`src/rtl/pipeline_controller.sv`:
```
// Stage sequencer for the 5-stage core: turns hazards, redirects, halt/resume and the
// dmem req/gnt/rvalid handshake into per-stage enables and bubble controls.
// state    | meaning
// BOOT     | first cycle after reset; every stage held and bubbled
// RUN      | normal issue, hazard and redirect arbitration
// MEM_WAIT | granted dmem access outstanding, pipeline frozen until rvalid
// DRAIN    | EBREAK held in ID while EX/MEM/WB retire
// HALT     | core stopped, waiting for resume
// ERROR    | dmem response never arrived; sticky until reset
module pipeline_controller #(
  parameter int unsigned CNT_WIDTH    = 32,
  parameter int unsigned MEM_TIMEOUT  = 255,
  parameter int unsigned DRAIN_CYCLES = 3
) (
  input  logic                 clk_i,
  input  logic                 rst_ni,
  input  logic                 stall_id_i,
  input  logic                 stall_ex_i,
  input  logic                 branch_taken_i,
  input  logic                 jump_id_i,
  input  logic                 halt_req_i,
  input  logic                 resume_i,
  input  logic                 dmem_req_i,
  input  logic                 dmem_gnt_i,
  input  logic                 dmem_rvalid_i,
  output logic                 en_if_o,
  output logic                 en_id_o,
  output logic                 en_ex_o,
  output logic                 en_mem_o,
  output logic                 en_wb_o,
  output logic                 flush_id_o,
  output logic                 flush_ex_o,
  output logic                 flush_mem_o,
  output logic                 halted_o,
  output logic                 err_o,
  output logic [CNT_WIDTH-1:0] stall_cnt_o,
  output logic [CNT_WIDTH-1:0] flush_cnt_o
);

  localparam int unsigned      DRAIN_W    = (DRAIN_CYCLES > 1) ? $clog2(DRAIN_CYCLES) : 1;
  localparam logic [DRAIN_W-1:0] DRAIN_LOAD = DRAIN_W'(DRAIN_CYCLES - 1);
  localparam logic [15:0]      TMO_LAST   = 16'(MEM_TIMEOUT - 1);

  typedef enum logic [2:0] {
    ST_BOOT, ST_RUN, ST_MEM_WAIT, ST_DRAIN, ST_HALT, ST_ERROR
  } state_e;

  state_e               state_q, state_d;
  logic [15:0]          tmo_q, tmo_d;
  logic [DRAIN_W-1:0]   drain_q, drain_d;
  logic                 ret_drain_q, ret_drain_d;
  logic                 mask_q, mask_d;
  logic [CNT_WIDTH-1:0] stall_cnt_q, stall_cnt_d;
  logic [CNT_WIDTH-1:0] flush_cnt_q, flush_cnt_d;
  logic [4:0]           en;     // {if, id, ex, mem, wb}
  logic [2:0]           flush;  // {id, ex, mem}
  logic                 drain_adv;
  logic                 stall_evt, flush_evt;

  always_comb begin
    state_d     = state_q;
    tmo_d       = tmo_q;
    drain_d     = drain_q;
    ret_drain_d = ret_drain_q;
    mask_d      = 1'b0;
    en          = 5'b00000;
    flush       = 3'b000;
    drain_adv   = 1'b0;
    case (state_q)
      ST_BOOT: begin
        flush   = 3'b111;
        state_d = ST_RUN;
      end
      ST_RUN: begin
        if (dmem_req_i) begin
          if (dmem_gnt_i) begin
            state_d     = ST_MEM_WAIT;
            tmo_d       = '0;
            ret_drain_d = 1'b0;
          end
        end else if (branch_taken_i) begin
          en    = 5'b11111;
          flush = 3'b110;
        end else if (stall_ex_i) begin
          en    = 5'b00011;
          flush = 3'b001;
        end else if (stall_id_i) begin
          en    = 5'b00111;
          flush = 3'b010;
        end else if (jump_id_i) begin
          en    = 5'b11111;
          flush = 3'b100;
        end else if (halt_req_i && !mask_q) begin
          en      = 5'b00111;
          flush   = 3'b010;
          drain_d = DRAIN_LOAD;
          state_d = ST_DRAIN;
        end else begin
          en = 5'b11111;
        end
      end
      ST_MEM_WAIT: begin
        if (dmem_rvalid_i) begin
          if (ret_drain_q) begin
            drain_adv = 1'b1;
          end else begin
            en      = 5'b11111;
            state_d = ST_RUN;
          end
        end else if (tmo_q == TMO_LAST) begin
          state_d = ST_ERROR;
        end else begin
          tmo_d = tmo_q + 16'd1;
        end
      end
      ST_DRAIN: begin
        if (dmem_req_i) begin
          if (dmem_gnt_i) begin
            state_d     = ST_MEM_WAIT;
            tmo_d       = '0;
            ret_drain_d = 1'b1;
          end
        end else begin
          drain_adv = 1'b1;
        end
      end
      ST_HALT: begin
        if (resume_i) begin
          state_d = ST_RUN;
          mask_d  = 1'b1;
        end
      end
      ST_ERROR: state_d = ST_ERROR;
      default:  state_d = ST_BOOT;
    endcase
    // The EBREAK stays parked in ID while older instructions retire.
    if (drain_adv) begin
      en    = 5'b00111;
      flush = 3'b010;
      if (drain_q == '0) begin
        state_d = ST_HALT;
      end else begin
        state_d = ST_DRAIN;
        drain_d = drain_q - 1'b1;
      end
    end
  end

  always_comb begin
    stall_evt   = !en[4] && (state_q inside {ST_RUN, ST_MEM_WAIT, ST_DRAIN});
    flush_evt   = (|flush) && (state_q != ST_BOOT);
    stall_cnt_d = (stall_evt && !(&stall_cnt_q)) ? stall_cnt_q + 1'b1 : stall_cnt_q;
    flush_cnt_d = (flush_evt && !(&flush_cnt_q)) ? flush_cnt_q + 1'b1 : flush_cnt_q;
  end

  always_ff @(posedge clk_i or negedge rst_ni) begin
    if (!rst_ni) begin
      state_q     <= ST_BOOT;
      tmo_q       <= '0;
      drain_q     <= '0;
      ret_drain_q <= 1'b0;
      mask_q      <= 1'b0;
      stall_cnt_q <= '0;
      flush_cnt_q <= '0;
    end else begin
      state_q     <= state_d;
      tmo_q       <= tmo_d;
      drain_q     <= drain_d;
      ret_drain_q <= ret_drain_d;
      mask_q      <= mask_d;
      stall_cnt_q <= stall_cnt_d;
      flush_cnt_q <= flush_cnt_d;
    end
  end

  assign {en_if_o, en_id_o, en_ex_o, en_mem_o, en_wb_o} = en;
  assign {flush_id_o, flush_ex_o, flush_mem_o}          = flush;
  assign halted_o    = (state_q == ST_HALT);
  assign err_o       = (state_q == ST_ERROR);
  assign stall_cnt_o = stall_cnt_q;
  assign flush_cnt_o = flush_cnt_q;

endmodule

```
`config.mk`:
```
export PLATFORM = sky130hd
export DESIGN_NAME = pipeline_controller
export DESIGN_NICKNAME = d
export VERILOG_FILES = /design/src/rtl/pipeline_controller.sv
export SDC_FILE = /design/constraint.sdc
export NUM_CORES = 1
export LEC_CHECK = 0
export CORE_MARGIN = 3
export CORE_UTILIZATION = 40
export DETAILED_ROUTE_END_ITERATION = 16
export PLACE_DENSITY_LB_ADDON = 0.3
export SLEW_MARGIN = 0
export SYNTH_ARGS = -nofsm -noshare
export SYNTH_HDL_FRONTEND = slang
export SYNTH_SLANG_ARGS = --single-unit
```
`constraint.sdc`:
```
create_clock -name clk_i -period 4.4 [get_ports clk_i]
set_input_delay 0.88 -clock clk_i [delete_from_list [all_inputs] [get_ports clk_i]]
set_output_delay 0.88 -clock clk_i [all_outputs]
set_load 0.01 [all_outputs]
```
==> results.py <==
metrics = {
    "status": {
        "status": "finished, final reports clean",
    },
    "power_and_ir_drop": {
        "switching_share_pct": 36.2,
        "leakagePower_nw": 2.36,
        "p_seq_share_pct": 37.1,
        "p_int_mw": 1.88,
        "p_per_area_nw_per_um2": 485,
        "clkPwrFrac_pct": 29.0,
        "vdd_ir_drop_max_v": 0.000379,
        "netSwitchingPower_mw": 1.07,
        "pwr-share-comb_pct": 33.9,
    },
    "detailed_routing": {
        "vias": 4074,
        "drc": 0,
        "met3_length_microns": 616,
        "wl_met2_microns": 5630,
        "highest_layer": "met4",
        "wire_per_inst_microns": 17.0,
        "drt_iter0_drc": 222,
        "antenna_left": 0,
        "wl_met1_microns": 5650,
        "viasPerCell": 5.72,
        "first_pass_iters": 5,
        "drt-total-wl_microns": 12100,
    },
    "clock_network": {
        "cts_tree": "yes",
        "clockRootBuffer": "clkbuf_16",
        "hold_buffers": 0,
        "clock_path_buffers": 2,
        "clkTransAtPathRegs_ns": 0.06,
        "htreeDepth": 3,
        "numCtsBuffers": 9,
        "cts_setup_buffers": 0,
        "cts_resized": 0,
        "cts.sinks": 87,
        "clk-insertion-delay-late_ns": 0.35,
    },
    "logic_synthesis": {
        "netlist.area_leader.share_pct": 45.3,
        "yosysSeqAreaShare_pct": 45.3,
        "synth.area.top_cells": "dfrtp_1 45%, xnor2_1 8.9%, nand3_1 4.9%, nand4_1 4.0%, nand2_1 2.7%",
        "synth.ff_latch_count": 87,
        "yosys_warnings": 0,
        "syn_area_sq_um": 4800,
        "synth_ff_type": "dfrtp_1",
        "synth_nets": 499,
        "async_flop_share_pct": 100,
        "synth_edf_count": 0,
        "yosysUniqueCellTypes": 62,
        "synthCells": 484,
        "synthMostInstantiatedCell": "dfrtp_1",
        "synth_common_cells": "87 x dfrtp_1, 49 x xnor2_1, 47 x nand3_1, 34 x nand2_1, 31 x nand4_1",
        "avgSynthCellArea_sq_um": 9.92,
        "yosys.area.top_type": "dfrtp_1",
    },
    "finish": {
        "multi_input_area_sq_um": 2480,
        "fin_nets": 579,
        "antenna_cells": 0,
        "drive_above_1_share_pct": 7.03,
        "nFillCells": 1031,
        "seq_area_sq_um": 2180,
        "syn_to_final_growth_pct": 26.6,
    },
    "floorplan": {
        "start_util_pct": 41.5,
        "fp.dieW_microns": 116,
        "rows": 39,
        "die_h_microns": 116,
        "die-area_sq_um": 13400,
        "boundaryPins": 85,
        "core-area_sq_um": 11600,
    },
    "global_route": {
        "grt_use_total_pct": 19.1,
        "grt_overflow": 0,
        "grt_max_degree": 57,
        "grt_pass1_wl_microns": 20400,
        "grt_pass1_vias": 3989,
        "antenna_found_initial": 0,
    },
    "sta": {
        "hold_violations": 0,
        "hold_ws_ns": 0.486,
        "min_period_ns": 3.96,
        "fin_crit_sh_pct": 90.0,
        "fin_tns_setup_ns": 0,
        "fmax_mhz": 253,
        "slew_violations": 0,
        "setup_violations": 0,
        "slew_headroom_pct": 36.4,
        "worst_pin_slew_ns": 0.949,
        "fin_skew_ns": 0.00793,
        "rsz0062_at_grt": "false",
    },
    "worst_hold_path": {
        "holdPathStages": 1,
        "hp-class": "register to register",
    },
    "setup_path": {
        "crit_required_ns": 3.52,
        "crit_path_end_kind": "output pin",
        "critPathSlowestCell": "clkdlybuf4s50_1",
        "critPathArrivalTime_ns": 3.08,
        "path_class": "input port to output pin",
        "r2r_cells": 6,
        "critPathMostFrequentCell": "clkdlybuf4s50_1",
        "cp_max_fo": 9,
        "slowest_delay_ns": 0.61,
        "critPathTopFamily": "buffers and inverters",
        "startpoint_type": "input port",
        "path_buf_inv": 2,
        "path_cells": "clkdlybuf4s50_1 -> nor2b_1 -> nand3_1 -> o22ai_1 -> clkdlybuf4s50_1",
        "cp.depth": 5,
    },
    "place": {
        "place_hpwl_microns": 8490,
        "port-buffer-count": 84,
        "gp_congestion": 0.850,
    },
    "flow_run": {
        "maxCapViolCount": 0,
    },
}
-- metrics by stage --
step / cell area [sq um] / utilization (%) / worst slack [ns] / std cells / power (mW)
4_1_cts: 6080 / 52.5 / 0.466 / 712 / 2.97
2_1_floorplan: 4800 / - / 1.66 / 484 / 1.72
6_report: 6080 / 52.5 / 0.440 / 712 / 2.95
5_1_grt: 6080 / 52.5 / 0.272 / 712 / 3.12
3_3_place_gp: 5740 / 49.7 / 0.561 / 696 / 2.07
3_5_place_dp: 5740 / 49.7 / 0.466 / 696 / 2.11
-- worst paths after layout --
check	start	to	slack, ns
min	tmo_q[7]	tmo_q[7]	0.49
min reg2reg	tmo_q[7]	tmo_q[7]	0.49
min in group asynchronous	rst_ni	tmo_q[13]	0.60
max reg2reg	state_q[2]	flush_cnt_o[1]	1.80
max	dmem_req_i	en_if_o	0.44
max in group asynchronous	rst_ni	stall_cnt_o[3]	2.90
-- state kept, by name, summed over array words and instances (netlist names) --
signal	flops
flush_cnt_o	32
drain_q	2
stall_cnt_o	32
mask_q	1
tmo_q	16
state_q	3
ret_drain_q	1
-- area by class of cell --
cell class | instances | area share [%]
Tap cell | 143 | 2.94
Clock inverter | 4 | 1.26
Multi-Input combinational cell | 367 | 40.8
Sequential cell | 87 | 35.8
Timing Repair Buffer | 88 | 14.3
Inverter | 11 | 0.680
Clock buffer | 12 | 4.22
-- placed cells by master, fill, tap and decap left out, drive strengths merged, types with 2 or more instances in the layout --
cell / count
inv: 12
o311ai: 2
nor2: 24
a31oi: 7
or4: 3
or3b: 3
and3: 17
or3: 4
and4: 8
and4b: 2
o21ai: 21
xnor2: 49
nand4b: 3
xor2: 14
o211ai: 2
or2: 2
clkbuf: 12
o2111ai: 2
nand2: 34
buf: 5
nor2b: 4
a21oi: 12
nand2b: 6
bufinv: 2
nor4: 12
and2: 5
nor3: 19
nand4: 31
o31ai: 11
dfrtp: 87
clkdlybuf4s50: 83
ha: 4
mux2: 2
nand3: 47
-- logic make-up after synthesis --
logic type / share of synthesized area [%]
muxes: 0.469
AOI/OAI and AO/OA: 10.7
xor gates and xnor gates: 11.5
adders and majority gates: 1.04
buffers and inverters: 3.05
DFF: 45.3
and+or+nand+nor: 27.9
-- metal layers --
layer | up-vias | GRT usage [%]
met2 | 107 | 29.2
met4 | 0 | 7.12
met1 | 1997 | 26.8
met3 | 16 | 3.86
li1 | 1954 | -
met5 | - | 0
-- power groups by stage --
stage,Combinational [mW],Sequential (mW),Clock (mW)
4_1_cts,1.01,1.09,0.874
3_5_place_dp,1.00,1.10,0
5_1_grt,1.09,1.12,0.910
2_1_floorplan,0.658,1.06,0
3_3_place_gp,0.971,1.10,0
6_report,1.00,1.09,0.855
(Power assumes the default switching activity.)
==> RTL change, RTL diff (same flow settings) <==
`MEM_TIMEOUT`: 255 -> 191.
--- a/src/rtl/pipeline_controller.sv
+++ b/src/rtl/pipeline_controller.sv
@@ -9,7 +9,7 @@
 // ERROR    | dmem response never arrived; sticky until reset
 module pipeline_controller #(
   parameter int unsigned CNT_WIDTH    = 32,
-  parameter int unsigned MEM_TIMEOUT  = 255,
+  parameter int unsigned MEM_TIMEOUT  = 191,
   parameter int unsigned DRAIN_CYCLES = 3
 ) (
   input  logic                 clk_i,
Function: same outputs for any inputs over 4 cycles, from zero or initial values and one cycle with rst_ni low; that may be too few to reach the edited logic, so the function may still have changed.
==> RTL change against the unedited design <==
  * Wire length decreased by 12%
  * Register-to-register slack got worse by 0.16 ns
  * Clock skew increased by 0.0034 ns
  * Design area decreased by 3.9%
  * Cell count decreased by 2.5%
  * Utilization increased by 0.42 points
  * First-iteration DRC count increased by 38%
  * Synthesized area decreased by 4.1%
  * Power decreased by 8.7%
  * Count of clock-buffer cells in the layout unchanged
  * Sequential cell count unchanged
  * Critical path depth unchanged
  * Setup slack improved by 0.21 ns
  * Critical endpoint is now flush_ex_o
  * Highest routed layer unchanged
==> RTL change: results <==
power:
  cell_leakage_power_uw: 0.00245
  vdd_ir_drop_max_mv: 0.273
routing:
  drt-wirelength-per-cell_um: 15.4
  drc_violation_total_after_the_first_tritonroute_iteration: 307
  drt_pass_1_iters: 4
  drt-vias-per-instance: 5.35
min_path:
  hp-class: "reg2reg"
layout:
  drive_above_1_share_pct: 7.04
  antenna_cells: 0
  layout.filler_cells: 1010
  nNetsFinal: 564
grt:
  grt_pass1_vias: 3771
  number_of_antenna_violations_at_the_first_check_in_global_routing: 0
  grt_max_degree: 66
  grt_pass1_wl_mm: 18.6
  gr-usage-all-layers_pct: 17.5
cts:
  cts-root-to-sink-buffers: 2
  clk_transition_reported_paths_ns: 0.07
  cts_made_buffers: 9
  cts_resized: 0
  clk_root_buffer_cell: "sky130_fd_sc_hd__clkbuf_16"
  cts-htree-levels: 3
  post-cts-setup-buffers: 0
  worst_skew_pair.late_latency_ns: 0.33
logic_synthesis:
  netlist_top_cells_area: "sky130_fd_sc_hd__dfrtp_1 (47%), sky130_fd_sc_hd__xnor2_1 (8.0%), sky130_fd_sc_hd__xor2_1 (4.6%)"
  async_reset_ff_share_pct: 100
  seq_area_frac_synth_pct: 47.3
  ys.flop_type: "sky130_fd_sc_hd__dfrtp_1"
  postSynthNetCount: 482
  synth-warning-count: 0
  synthDistinctLibCells: 57
  synth_commonest_cells: "sky130_fd_sc_hd__dfrtp_1 (87), sky130_fd_sc_hd__nor2_1 (44), sky130_fd_sc_hd__xnor2_1 (42)"
placement:
  dp.final_hpwl_mm: 7.54
  final_weighted_congestion_in_routability_driven_placement: 0.818
  portBuffers: 84
  dp_slack_ns: 0.680
run_status:
  run_status: "finished, final reports clean"
critical_path:
  crit_path_max_fanout: 9
  arrival_ns: 2.87
  crit_family: "buffers and inverters"
  max_stage_delay_ns: 0.59
  crit_path_top_delay_cell: "sky130_fd_sc_hd__clkdlybuf4s50_1"
sta:
  relSlewSlack_pct: 44.6
  finClkSkew_ns: 0.0113
==> RTL change: cell types whose count changed in the layout (fill, tap and decap cells not counted), sizes merged, moves of 5 or more <==
| cell | delta |
|---|---|
| and3 | -6 |
| inv | +8 |
| nor2 | +20 |
| o31ai | -6 |
| nand2 | +5 |
| or3 | +6 |
| nand3 | -19 |
| xor2 | +10 |
| xnor2 | -7 |
| nor4 | -7 |
| a31oi | -5 |
==> RTL change: stage by stage <==
| stage | std cells | instance area [sq um] | utilization [%] |
|---|---|---|---|
| after detailed placement | 678 | 5530 | 50.2 |
| after global placement | 678 | 5530 | 50.2 |
| after CTS | 694 | 5840 | 53.0 |
| final | 694 | 5840 | 53.0 |
| after floorplan | 467 | 4600 | - |
| after global routing | 694 | 5840 | 53.0 |
==> RTL change: cells by family (layout without fill, tap and decap cells) <==
logic type	after synthesis	count (layout)	share of synthesized area, %
adder cells (fa/ha/maj)	4	4	1.09
flip-flops	87	87	47.3
buffers and inverters	34	121	3.64
AND/OR/NAND/NOR	220	220	26.6
AO/OA/AOI/OAI	55	55	8.54
XOR/XNOR	66	66	12.6
multiplexers	1	1	0.245
==> RTL change: per-layer routing <==
metal | vias to the layer above | part of all wire (%) | track usage (%) | routed length (um)
met5 | - | 0 | 0 | 0
met4 | 0 | 1.4 | 5.21 | 153
met3 | 19 | 5.1 | 3.80 | 547
met2 | 87 | 48 | 28.3 | 5090
met1 | 1812 | 46 | 23.7 | 4920
li1 | 1798 | - | - | -
==> RTL change: path summary, 6_finish.rpt <==
| path | end | start | slack [ns] | cells after the start |
|---|---|---|---|---|
| worst max-delay path | flush_ex_o | dmem_req_i | 0.65 | 5 |
| worst min-delay path | flush_cnt_o[31] | flush_cnt_o[31] | 0.49 | 1 |
| worst max register to register | state_q[2] | state_q[0] | 1.64 | 6 |
| worst min register to register | flush_cnt_o[31] | flush_cnt_o[31] | 0.49 | 1 |
| max in group asynchronous | stall_cnt_o[11] | rst_ni | 2.93 | 2 |
| min in group asynchronous | tmo_q[3] | rst_ni | 0.65 | 1 |
==> RTL change: where the power goes <==
part           switching (uW)  internal (uW)  total [uW]
Combinational             459            391         850
Clock                     310            473         782
Sequential                160            901        1060
Total                     929           1760        2690
==> RTL change: cell type report <==
| cell class | count | area (sq um) | area share, % |
|---|---|---|---|
| Inverter | 19 | 71.3 | 1.22 |
| Tap cell | 140 | 175 | 3.00 |
| Clock buffer | 12 | 256 | 4.39 |
| Sequential cell | 87 | 2180 | 37.3 |
| Clock inverter | 4 | 51.3 | 0.878 |
| Multi-Input combinational cell | 346 | 2260 | 38.6 |
| Timing Repair Buffer | 86 | 853 | 14.6 |
